**config.mk**
```make
export PLATFORM = sky130hd
export DESIGN_NAME = cpu_boot_loader
export DESIGN_NICKNAME = d
export VERILOG_FILES = /design/src/rtl/cpu_boot_loader.sv
export SDC_FILE = /design/constraint.sdc
export NUM_CORES = 1
export LEC_CHECK = 0
export ABC_AREA = 1
export CORE_UTILIZATION = 43
export CTS_CLUSTER_DIAMETER = 200
export DETAILED_ROUTE_END_ITERATION = 6
export GPL_TIMING_DRIVEN = 0
export SETUP_SLACK_MARGIN = 0.3
export SYNTH_ARGS = -nofsm -noshare
export SYNTH_HDL_FRONTEND = slang
export SYNTH_SLANG_ARGS = --single-unit
```
**constraint.sdc**
```tcl
create_clock -name clk -period 7.6 [get_ports clk]
set_clock_uncertainty 0.05 [all_clocks]
set_input_delay 0.76 -clock clk [delete_from_list [all_inputs] [get_ports clk]]
set_output_delay 0.76 -clock clk [all_outputs]
set_load 0.02 [all_outputs]
```
**src/rtl/cpu_boot_loader.sv**
```systemverilog
// Boot stage for the single-cycle CPU: takes a framed program image as a byte stream,
// writes it word by word into instruction memory, checks the checksum, then releases the CPU.
module cpu_boot_loader #(
  parameter int ADDR_W = 8
) (
  input  logic              clk,
  input  logic              reset,
  input  logic [7:0]        rx_data,
  input  logic              rx_valid,
  output logic              rx_ready,
  output logic              imem_we,
  output logic [ADDR_W-1:0] imem_addr,
  output logic [31:0]       imem_wdata,
  output logic [31:0]       init_pc,
  output logic              cpu_run,
  output logic              boot_error,
  output logic              busy
);

  localparam int unsigned MAX_WORDS = 32'd1 << ADDR_W;
  localparam logic [7:0] SYNC_BYTE = 8'hA5;

  typedef enum logic [2:0] {SYNC, HDR, DATA, CSUM, RUN, ERR} state_t;

  state_t            state;
  state_t            nextState;

  logic              accept;
  logic [2:0]        hdrCnt;
  logic [1:0]        byteCnt;
  logic [15:0]       wordTotal;
  logic [15:0]       wordCnt;
  logic [7:0]        sum;
  logic [7:0]        sumNext;
  logic [23:0]       partial;
  logic [31:0]       pcReg;
  logic [ADDR_W-1:0] addr;
  logic [15:0]       nFull;
  logic              hdrBad;
  logic              lastWord;

  assign accept   = rx_valid && rx_ready;
  assign sumNext  = sum + rx_data;
  // On the 6th header byte the word count is only complete once rx_data is folded in.
  assign nFull    = {wordTotal[7:0], rx_data};
  assign hdrBad   = (pcReg[1:0] != 2'b00) || (32'(nFull) > MAX_WORDS);
  assign lastWord = (wordCnt + 16'd1) == wordTotal;
  assign init_pc  = pcReg;

  always_ff @(posedge clk or posedge reset) begin
    if (reset) begin
      state <= SYNC;
    end else begin
      state <= nextState;
    end
  end

  always_comb begin
    nextState = state;
    case (state)
      SYNC: begin
        if (accept && rx_data == SYNC_BYTE) begin
          nextState = HDR;
        end
      end
      HDR: begin
        if (accept && hdrCnt == 3'd5) begin
          if (hdrBad) begin
            nextState = ERR;
          end else if (nFull == 16'd0) begin
            nextState = CSUM;
          end else begin
            nextState = DATA;
          end
        end
      end
      DATA: begin
        if (accept && byteCnt == 2'd3 && lastWord) begin
          nextState = CSUM;
        end
      end
      CSUM: begin
        if (accept) begin
          nextState = (sumNext == 8'd0) ? RUN : ERR;
        end
      end
      default: nextState = state;
    endcase
  end

  // rx_ready is masked by reset so nothing can be taken while reset is held.
  always_comb begin
    rx_ready   = 1'b0;
    busy       = 1'b0;
    cpu_run    = 1'b0;
    boot_error = 1'b0;
    case (state)
      SYNC: rx_ready = !reset;
      HDR, DATA, CSUM: begin
        rx_ready = !reset;
        busy     = 1'b1;
      end
      RUN: cpu_run = 1'b1;
      ERR: boot_error = 1'b1;
      default: rx_ready = 1'b0;
    endcase
  end

  always_ff @(posedge clk or posedge reset) begin
    if (reset) begin
      hdrCnt     <= 3'd0;
      byteCnt    <= 2'd0;
      wordTotal  <= 16'd0;
      wordCnt    <= 16'd0;
      sum        <= 8'd0;
      partial    <= 24'd0;
      pcReg      <= 32'd0;
      addr       <= '0;
      imem_we    <= 1'b0;
      imem_addr  <= '0;
      imem_wdata <= 32'd0;
    end else begin
      imem_we <= 1'b0;
      if (accept) begin
        case (state)
          SYNC: begin
            if (rx_data == SYNC_BYTE) begin
              hdrCnt    <= 3'd0;
              byteCnt   <= 2'd0;
              wordTotal <= 16'd0;
              wordCnt   <= 16'd0;
              sum       <= 8'd0;
              partial   <= 24'd0;
              pcReg     <= 32'd0;
            end
          end
          HDR: begin
            sum    <= sumNext;
            hdrCnt <= hdrCnt + 3'd1;
            if (hdrCnt < 3'd4) begin
              pcReg <= {pcReg[23:0], rx_data};
            end else begin
              wordTotal <= {wordTotal[7:0], rx_data};
            end
            if (hdrCnt == 3'd5) begin
              addr <= pcReg[ADDR_W+1:2];
            end
          end
          DATA: begin
            sum     <= sumNext;
            byteCnt <= byteCnt + 2'd1;
            if (byteCnt == 2'd3) begin
              imem_we    <= 1'b1;
              imem_addr  <= addr;
              imem_wdata <= {partial, rx_data};
              addr       <= addr + 1'b1;
              wordCnt    <= wordCnt + 16'd1;
            end else begin
              partial <= {partial[15:0], rx_data};
            end
          end
          CSUM: sum <= sumNext;
          default: sum <= sum;
        endcase
      end
    end
  end

endmodule
```
==> metrics.md <==
| Metric | Value |
|---|---|
| Fin. max-slew vios | `0` |
| R2R setup slack | `5.32 ns` |
| Main synth FF type | `dfrtp_1` |
| Setup TNS | `0 ns` |
| Vias in the first global route | `slightly below 6k` |
| # hold bufs at CTS | `0` |
| Number of flops mapped to enable cells by yosys | `0` |
| Pwr/cell area | `around 190 nW/µm²` |
| Hold WC Path Type | `reg -> reg` |
| IO buf count | `87` |
| Initial antenna violation count | `0` |
| I/O pin count | `88` |
| Hpwl dp | `roughly 14 mm` |
| CP Capture Type | `output pin` |
| Crit-path cells | `inv_2, nor2_4, inv_2, nand2_1, clkdlybuf4s50_1` |
| Startpoint types | `register` |
| Root Buffer | `clkbuf_16` |
| WL final | `~20 mm` |
| Clock-pin slew on the worst setup and hold paths | `~0.06 ns` |
| Clock latency on the worst-skew pair | `about 0.44 ns` |
| N_diodes | `0` |
| H-tree depth | `4` |
| Total track usage | `a little under a quarter` |
| Max-Slew Margin vs Limit | `62.4%` |
| Commonest non-fill, non-tap cell in the layout | `nand2_1` |
| Most frequent cells in the layout | `nand2_1 (202), dfrtp_1 (153), o21ai_0 (103)` |
| Final worst setup slack | `approximately 4.6 ns` |
| Area Overhead vs Synth | `24.3%` |
| Placed inst area | `8600 µm²` |
| Largest net degree at the start of global routing | `99` |
| Worst hold path cell count | `2` |
| DIE AREA | `roughly 18000 µm²` |
| Post-route cell area | `approximately 9000 µm²` |
| RSZ-0062 raised after global routing | `false` |
| Fmax | `between 0.3 and 0.4 GHz` |
| Post-synth cell types | `44` |
| Final Hold Violating Endpoints | `0` |
| DRC viols | `0` |
| Final period util | `40.0%` |
| Wire per inst | `16.5 µm` |
| DR vias/cell | `approximately 5.3` |
| Die X | `roughly 130 µm` |
| RR Endpoint | `state[0]` |
| Routed Antenna Nets | `0` |
| Worst Reg-to-Reg Cells | `11` |
| Leakage Power | `4.45 nW` |
| Effective utilization at floorplan | `roughly 44%` |
| First-pass GRT wire length | `roughly 32 mm` |
| Worst Tran Pin Value | `0.564 ns` |
| Hold endpoint | `byteCnt[1]` |
| Die H | `between 100 and 150 µm` |
| IR drop worst, VDD | `0.165 mV` |
| Crit-path max cell delay | `about 0.64 ns` |
| Finished Core Util | `55.2%` |
| DRT Pass-1 Iters | `5` |
| Max clock buf depth | `2` |
| Synth warn | `0` |
| Routed vias | `between 6k and 7k` |
| WP data required | `just under 7 ns` |
| Std-Cell Rows | `47` |
| Post-Syn Nets | `slightly below 900` |
| Post-synth ARST share | `100%` |
| GRT overflow | `0` |
| CP Class | `reg -> out` |
| Core area | `16700 µm²` |
| Post-Place Worst Slack | `approximately 4.4 ns` |
| Share of cells above drive strength 1 | `between 10% and 20%` |
| Cell repeated most along the worst path | `inv_2` |
| Critical path arrival | `2.23 ns` |
| Seq/Total Area, Yosys | `roughly half` |
| Final setup viols | `0` |
| CTS tree | `done` |
| Synth Register Bits | `between 150 and 200` |
| Avg Cell Area, Syn | `approximately 8.8 µm²` |
| Cell Area, Synth | `~7400 µm²` |
| Num CTS Buffers | `17` |
| Clock Sinks | `~150` |
| Critical path peak fanout | `10` |
| Outcome | `finished clean` |
| Crit-path slowest cell | `clkdlybuf4s50_1` |
| Fin nets | `about 970` |
| Starting DRT DRC Count | `432` |
| RePlAce Congestion | `0.838` |
| Crit path time final | `approximately 3 ns` |
| Worst hold start | `byteCnt[1]` |
| Max Cap Viol | `0` |
| # resized after CTS | `0` |
| Post-CTS Setup Bufs | `0` |
| Cell count after synthesis | `843` |
| Worst r2r src | `sum[0]` |
sequential cells by signal, summed over array words and instances (netlist names):
| signal | flops |
|---|---|
| init_pc | 32 |
| wordTotal | 16 |
| sum | 8 |
| partial | 24 |
| hdrCnt | 3 |
| addr | 8 |
| imem_wdata | 32 |
| byteCnt | 2 |
| imem_addr | 8 |
| wordCnt | 16 |
| imem_we | 1 |
| state | 3 |
report_power, final:
group / leakage [nW] / total, mW / internal, mW / switching (mW)
combinational: 2.26 / 0.0421 / 0.0109 / 0.0312
sequential: 1.89 / 0.816 / 0.815 / 0.00105
clock: 0.306 / 0.902 / 0.533 / 0.369
total: 4.45 / 1.76 / 1.36 / 0.401
kinds of logic after synthesis:
| kind of cell | after synthesis | share of synthesized area, % |
|---|---|---|
| xor gates and xnor gates | 8 | 1.15 |
| and+or+nand+nor | 352 | 21.4 |
| AOI/OAI and AO/OA | 189 | 16.3 |
| DFF | 153 | 51.6 |
| buffers and inverters | 128 | 7.25 |
| adders and majority gates | 13 | 2.29 |
layer usage:
metal | up-vias | part of all wire [%] | GRT usage, %
met5 | - | 0 | 0
met4 | 0 | 1.2 | 6.44
met3 | 24 | 5.4 | 5.21
met2 | 167 | 45 | 34.1
met1 | 3000 | 49 | 33.9
li1 | 3037 | - | -
layout make-up:
type                            count  area, µm²
Buffer                             31        171
Clock buffer                       18        439
Clock inverter                     14        183
Fill cell                        1610       7480
Inverter                           97        374
Multi-Input combinational cell    562       3050
Sequential cell                   153       3830
Tap cell                          220        275
Timing Repair Buffer               88        898
synth_stat cells, drive strengths merged (2+ instances only):
cell type / n / area [µm²]
o211ai: 2 / 15.0
clkbuf: 11 / 42.5
nand2: 207 / 795
o22ai: 34 / 338
a21oi: 17 / 88.8
ha: 12 / 150
a22o: 4 / 35.0
o31ai: 3 / 36.3
a22oi: 2 / 15.0
buf: 20 / 129
nand4: 20 / 125
inv: 96 / 363
nand3: 74 / 385
xor2: 4 / 35.0
nor2: 41 / 221
o21ai: 121 / 636
nand3b: 4 / 30.0
nor3: 4 / 20.0
dfrtp: 153 / 3830
o21a: 5 / 37.5
xnor2: 3 / 26.3
metrics by stage:
| step | hold slack [ns] | total power [mW] | cells |
|---|---|---|---|
| after global placement | 0.415 | 0.873 | 1150 |
| final | 0.435 | 1.76 | 1183 |
| after global routing | 0.462 | 1.81 | 1183 |
| after CTS | 0.440 | 1.77 | 1183 |
| after detailed placement | 0.426 | 0.875 | 1151 |
| after floorplan | 0.396 | 0.855 | 843 |
critical path: cells and delay by family, from the launching register on:
family / cells / cell delay [ns]
buffers and inverters: 3 / 0.92
and+or+nand+nor: 2 / 0.33
DFF: 1 / 0.55
how the worst max path moves through the flow:
stage | start | end | slack [ns]
after floorplan | reset | addr[0] | 2.67
after global placement | reset | imem_wdata[24] | 0.33
after detailed placement | rx_data[1] | partial[13] | 4.38
after CTS | state[0] | busy | 4.55
after global routing | state[0] | busy | 4.49
final | state[0] | busy | 4.56
Note: power is estimated with default switching activity, not from simulation.
